File: config.mk
export PLATFORM = sky130hd
export DESIGN_NAME = mem_arbiter
export DESIGN_NICKNAME = d
export VERILOG_FILES = /design/src/rtl/mem_arbiter_pkg.sv /design/src/rtl/mem_lane_align.sv /design/src/rtl/mem_arbiter.sv
export SDC_FILE = /design/constraint.sdc
export NUM_CORES = 1
export LEC_CHECK = 0
export ABC_AREA = 1
export CAP_MARGIN = 30
export CORE_MARGIN = 5
export CORE_UTILIZATION = 25
export DETAILED_ROUTE_END_ITERATION = 6
export GPL_ROUTABILITY_DRIVEN = 0
export PLACE_DENSITY = 0.82
export SLEW_MARGIN = 0
export SYNTH_ARGS = -nofsm -noshare
export SYNTH_HDL_FRONTEND = slang
export SYNTH_SLANG_ARGS = --single-unit
export TNS_END_PERCENT = 30
File: constraint.sdc
create_clock -name clk -period 1.76 [get_ports clk]
set_input_delay 0.352 -clock clk [delete_from_list [all_inputs] [get_ports clk]]
set_output_delay 0.352 -clock clk [all_outputs]
set_load 0.02 [all_outputs]
File: src/rtl/mem_arbiter_pkg.sv
// mem_arbiter shared definitions: FSM states,
// access sizes and lane/misalign helpers.
package mem_arbiter_pkg;

  typedef enum logic [1:0] {
    S_IDLE,
    S_WAIT,
    S_FAULT
  } state_e;

  localparam logic [1:0] SZ_B = 2'd0;
  localparam logic [1:0] SZ_H = 2'd1;
  localparam logic [1:0] SZ_W = 2'd2;

  function automatic logic [3:0] be_gen(
    input logic [1:0] size,
    input logic [1:0] off
  );
    logic [3:0] be;
    case (size)
      SZ_B:    be = 4'b0001 << off;
      SZ_H:    be = 4'b0011 << off;
      default: be = 4'b1111;
    endcase
    return be;
  endfunction

  function automatic logic misalign_chk(
    input logic [1:0] size,
    input logic [1:0] off
  );
    logic mis;
    case (size)
      SZ_B:    mis = 1'b0;
      SZ_H:    mis = off[0];
      SZ_W:    mis = (off != 2'd0);
      default: mis = 1'b1;
    endcase
    return mis;
  endfunction

endpackage

File: src/rtl/mem_lane_align.sv
// Byte-lane alignment: byte enables, lane-shifted
// store data and misalignment for a data access.
module mem_lane_align
  import mem_arbiter_pkg::*;
(
  input  logic [1:0]  size,
  input  logic [1:0]  off,
  input  logic [31:0] wdata,
  output logic [3:0]  be,
  output logic [31:0] wdata_sh,
  output logic        misalign
);

  // Pure lane steering from size and byte offset
  always_comb begin
    be       = be_gen(size, off);
    wdata_sh = wdata << {off, 3'b000};
    misalign = misalign_chk(size, off);
  end

endmodule

File: src/rtl/mem_arbiter.sv
// Fetch/data arbiter for the unified memory:
// one outstanding access, data priority, fetch anti-starve.
module mem_arbiter
  import mem_arbiter_pkg::*;
#(
  parameter int ADDR_W     = 16,
  parameter int MEM_LAT    = 1,
  parameter int STARVE_MAX = 4
) (
  input  logic              clk,
  input  logic              rst,
  input  logic              i_req,
  input  logic [31:0]       i_addr,
  output logic              i_gnt,
  output logic              i_rvalid,
  output logic [31:0]       i_rdata,
  output logic              i_misalign,
  input  logic              d_req,
  input  logic              d_we,
  input  logic [1:0]        d_size,
  input  logic [31:0]       d_addr,
  input  logic [31:0]       d_wdata,
  output logic              d_gnt,
  output logic              d_rvalid,
  output logic [31:0]       d_rdata,
  output logic              d_misalign,
  output logic              m_en,
  output logic              m_we,
  output logic [ADDR_W-1:0] m_addr,
  output logic [31:0]       m_wdata,
  output logic [3:0]        m_be,
  input  logic [31:0]       m_rdata
);

  localparam int SW = $clog2(STARVE_MAX + 1);

  state_e        state_q, state_d;
  logic [2:0]    cnt_q, cnt_d;
  logic [SW-1:0] starve_q, starve_d;
  logic          side_q, side_d;
  logic          st_q, st_d;

  logic [3:0]    la_be;
  logic [31:0]   la_wdata;
  logic          la_mis;
  logic          starved;
  logic          unused_addr_hi;

  assign starved = (starve_q == SW'(STARVE_MAX));

  // Address bits above the memory depth wrap
  assign unused_addr_hi = ^{i_addr[31:ADDR_W+2],
                            d_addr[31:ADDR_W+2]};

  mem_lane_align u_lane (
    .size     (d_size),
    .off      (d_addr[1:0]),
    .wdata    (d_wdata),
    .be       (la_be),
    .wdata_sh (la_wdata),
    .misalign (la_mis)
  );

  // Arbitration, memory strobe and response generation;
  // grants are masked while rst is high so every
  // output reads 0 during reset
  always_comb begin
    state_d    = state_q;
    cnt_d      = cnt_q;
    starve_d   = starve_q;
    side_d     = side_q;
    st_d       = st_q;
    i_gnt      = 1'b0;
    i_rvalid   = 1'b0;
    i_rdata    = '0;
    i_misalign = 1'b0;
    d_gnt      = 1'b0;
    d_rvalid   = 1'b0;
    d_rdata    = '0;
    d_misalign = 1'b0;
    m_en       = 1'b0;
    m_we       = 1'b0;
    m_addr     = '0;
    m_wdata    = '0;
    m_be       = '0;
    unique case (state_q)
      S_IDLE: begin
        if (!rst && i_req && (!d_req || starved)) begin
          i_gnt    = 1'b1;
          starve_d = '0;
          side_d   = 1'b0;
          st_d     = 1'b0;
          if (i_addr[1:0] != 2'd0) begin
            state_d = S_FAULT;
          end else begin
            m_en    = 1'b1;
            m_addr  = i_addr[ADDR_W+1:2];
            m_be    = 4'hF;
            cnt_d   = 3'd1;
            state_d = S_WAIT;
          end
        end else if (!rst && d_req) begin
          d_gnt  = 1'b1;
          side_d = 1'b1;
          st_d   = d_we;
          if (i_req && !starved)
            starve_d = starve_q + 1'b1;
          if (la_mis) begin
            state_d = S_FAULT;
          end else begin
            m_en    = 1'b1;
            m_we    = d_we;
            m_addr  = d_addr[ADDR_W+1:2];
            m_be    = la_be;
            m_wdata = la_wdata;
            cnt_d   = 3'd1;
            state_d = S_WAIT;
          end
        end
      end
      S_WAIT: begin
        if (cnt_q == 3'(MEM_LAT)) begin
          state_d = S_IDLE;
          if (side_q) begin
            d_rvalid = 1'b1;
            d_rdata  = st_q ? 32'd0 : m_rdata;
          end else begin
            i_rvalid = 1'b1;
            i_rdata  = m_rdata;
          end
        end else begin
          cnt_d = cnt_q + 3'd1;
        end
      end
      S_FAULT: begin
        state_d = S_IDLE;
        if (side_q) begin
          d_rvalid   = 1'b1;
          d_misalign = 1'b1;
        end else begin
          i_rvalid   = 1'b1;
          i_misalign = 1'b1;
        end
      end
      default: state_d = S_IDLE;
    endcase
  end

  // State, latency and starvation registers
  always_ff @(posedge clk or posedge rst) begin
    if (rst) begin
      state_q  <= S_IDLE;
      cnt_q    <= '0;
      starve_q <= '0;
      side_q   <= 1'b0;
      st_q     <= 1'b0;
    end else begin
      state_q  <= state_d;
      cnt_q    <= cnt_d;
      starve_q <= starve_d;
      side_q   <= side_d;
      st_q     <= st_d;
    end
  end

endmodule

==> flow_metrics.env <==
export IMPL_die_w_um=104
export IMPL_drtAntennaViolNets=0
export IMPL_worst_hold_slack_ns=0.365
export IMPL_skew_ns=0.00205
export IMPL_vdd_drop_max_uv=563
export IMPL_die_area_um2=10900
export IMPL_insertion_delay_ns=0.24
export IMPL_final_area_um2=5440
export IMPL_drt_met1_wl_um=4020
export IMPL_hp_class="input port to asynchronous set/reset pin"
export IMPL_tightest_slew_ns=0.382
export IMPL_antenna_found_initial=0
export IMPL_r2r_start="starve_q[0]$_DFFE_PP0P_"
export IMPL_fin_util=0.627
export IMPL_grt_setup_unrepaired="true"
export IMPL_setup_viol=122
export IMPL_fin_setup_tns_ns=-33.16
export IMPL_cpMaxStageDelayCell="dfrtp_1"
export IMPL_grt_pass1_vias=3754
export IMPL_topRoutingLayerUsed="met4"
export IMPL_violations="setup timing"
export IMPL_ys_ff_latch=10
export IMPL_worstPathCellList="inv_2 > ha_4 > nand2_4 > nand2_4 > nand2_4 > inv_6 > buf_4 > o21ai_4 > clkbuf_16 > nor2_4 > buf_6"
export IMPL_grt_max_degree=35
export IMPL_drt_total_wl_um=11300
export IMPL_grt_pass1_wl_um=17400
export IMPL_clk_pin_slew_ns=0.05
export IMPL_met3_length_um=817
export IMPL_dp_hpwl_um=8990
export IMPL_cts_made_buffers=3
export IMPL_finalCritPeriodShare=1.26
export IMPL_synthToLayoutAreaGrowth_pct=145
export IMPL_dpl_cell_area_um2=5210
export IMPL_leakage_nw=2.76
export IMPL_avgViaCountPerCell=4.61
export IMPL_start_util=0.256
export IMPL_avgSynthCellArea_um2=5.28
export IMPL_htreeDepth=1
export IMPL_synth_cells=420
export IMPL_r2r_cells=11
export IMPL_fin_ws_ns=-0.454
export IMPL_maxCapViolCount=0
export IMPL_worstReg2RegEnd="st_q$_DFFE_PP0P_"
export IMPL_num_vias=3712
export IMPL_r2r_slack_ns=0.17
export IMPL_cts_sinks=10
export IMPL_max_stage_delay_ns=0.38
export IMPL_powerDensity_nw_per_um2=708
export IMPL_start_kind="flip-flop"
export IMPL_fin_nets=842
export IMPL_path_max_fanout=7
export IMPL_rows=34
export IMPL_postCtsHoldBufs=0
export IMPL_cts_root_buf="clkbuf_8"
export IMPL_io_pins=259
export IMPL_slew_headroom=0.743
export IMPL_cts_tree="done"
export IMPL_wl_per_cell_um=14.0
export IMPL_yosysWarnings=0
export IMPL_final_layout_size_suffix_gt1_frac=0.436
export IMPL_critPathKind="flip-flop to output pin"
export IMPL_grt_usage=0.186
export IMPL_crit_top_cell="nand2_4"
export IMPL_drt_iter0_markers=105
export IMPL_drc=0
export IMPL_clockBufferDepth=2
export IMPL_cp_required_ns=1.41
export IMPL_port_buffers=230
export IMPL_finalCriticalPeriod_ns=2.21
export IMPL_synth_cell_types=35
export IMPL_coreArea_um2=8680
export IMPL_arrival_ns=1.86
export IMPL_grt_overflow=0
export IMPL_status="finished with violations"
export IMPL_drt_pass1_iter_count=5
export IMPL_fill_cells=775
export IMPL_syn_area_um2=2220
export IMPL_wl_met2_um=6190
export IMPL_finalMaxSlewViolations=0
export IMPL_die_y_um=104
export IMPL_ys_seq_area_frac=0.113
export IMPL_synth_nets=562
export IMPL_num_antenna_cells=0
export IMPL_cp_end_kind="output pin"
export IMPL_fmax_mhz=452
export IMPL_report_final_hold_viol_count=0
-- where the power goes --
| group | internal (mW) | leakage (nW) | switching, mW |
|---|---|---|---|
| combinational | 1.54 | 2.60 | 1.66 |
| sequential | 0.334 | 0.130 | 0.0796 |
| clock | 0.150 | 0.0216 | 0.0877 |
| total | 2.03 | 2.76 | 1.83 |
-- logic make-up (layout without fill, tap and decap cells) --
kind of cell               count (synthesis)  in the layout  synth area share
buffers and inverters                     89            367             0.179
xor gates and xnor gates                   2              2           0.00789
DFF                                       10             10             0.113
adders and majority gates                  7              7            0.0395
and+or+nand+nor                          254            254             0.503
AOI/OAI and AO/OA                         58             58             0.158
-- synth_stat cells --
cell      count  area (um^2)
a21boi_0      1         7.51
a21oi_1      15         75.1
a22o_1        7         61.3
buf_2         2         10.0
buf_4         1         7.51
buf_6         5         56.3
clkbuf_1     14         52.6
clkbuf_8      1         13.8
dfrtp_1      10          250
ha_1          7         87.6
inv_1        62          233
inv_2         2         7.51
inv_4         1         6.26
inv_8         1         11.3
nand2_1      84          315
nand2_2       3         18.8
nand2_4       3         33.8
nand3_1      14         70.1
nand3_4       1         17.5
nand4_1       6         37.5
nand4_4       1         21.3
nor2_1      120          450
nor2_2        5         31.3
nor2_4        1         11.3
nor3_1        1         5.00
nor3_4        1         16.3
o211ai_1      1         7.51
o21a_1        1         7.51
o21ai_0      29          145
o21ai_4       2         32.5
o21bai_1      1         7.51
o22ai_1       1         6.26
or2_2        14         87.6
xnor2_1       1         8.76
xor2_1        1         8.76
-- critical path: cells and delay by family (launching register included) --
kind	cells	cell delay [ns]
adders and majority gates	1	0.16
buffers and inverters	5	0.61
AOI/OAI and AO/OA	1	0.24
DFF	1	0.38
and+or+nand+nor	4	0.26
-- layout by cell type (no fill, tap or decap), types with 9 or more instances in the layout --
master	count
buf_4	133
clkdlybuf4s50_1	100
nand2_1	80
nor2_1	75
inv_1	53
buf_6	48
nor2_4	29
nor2_2	22
o21ai_0	19
nand3_1	14
a21oi_1	14
or2_2	14
o21ai_2	10
dfrtp_1	10
inv_2	9
-- worst max-delay path by stage --
| stage | startpoint | endpoint |
|---|---|---|
| detailed placement | d_addr[0] | m_wdata[5] |
| global route | starve_q[0]$_DFFE_PP0P_ | m_wdata[28] |
| CTS | starve_q[0]$_DFFE_PP0P_ | m_wdata[31] |
| finish | starve_q[0]$_DFFE_PP0P_ | m_addr[0] |
| global placement | d_addr[0] | m_wdata[25] |
| floorplan | starve_q[0]$_DFFE_PP0P_ | m_wdata[21] |
-- routing by layer --
layer  track usage  up-vias
met5             0        -
met4        0.0527        0
met3        0.0478       29
met2         0.370      160
met1         0.187     1682
li1              -     1841
-- flip-flops by register name, summed over array words and instances (netlist names) --
name      flops
cnt_q         3
starve_q      3
state_q       2
side_q        1
st_q          1
-- through the flow --
| stage | setup slack [ns] | instances | power [mW] |
|---|---|---|---|
| 6_report | -0.454 | 806 | 3.85 |
| 4_1_cts | -0.456 | 802 | 3.64 |
| 2_1_floorplan | -0.268 | 420 | 1.90 |
| 3_5_place_dp | -0.949 | 794 | 3.34 |
| 3_3_place_gp | -0.887 | 794 | 3.26 |
| 5_1_grt | -0.550 | 806 | 4.14 |
-- layout make-up --
type | instances | area [um^2] | share of cell area
multi-input cells | 321 | 1940 | 0.356
well taps | 108 | 135 | 0.0248
inverters | 66 | 267 | 0.0490
clock buffers | 3 | 41.3 | 0.00759
repair buffers | 298 | 2810 | 0.517
flip-flops and latches | 10 | 250 | 0.0460
-- what timing repair did --
action / 4_1_cts / 5_1_grt
pin swaps: 7 / 5
resized for setup: 677 / 69
setup endpoints to repair: 124 / 124
cloned: 1 / 2
buffers inserted: 4 / 2
Note: power is estimated with default switching activity, not from simulation.
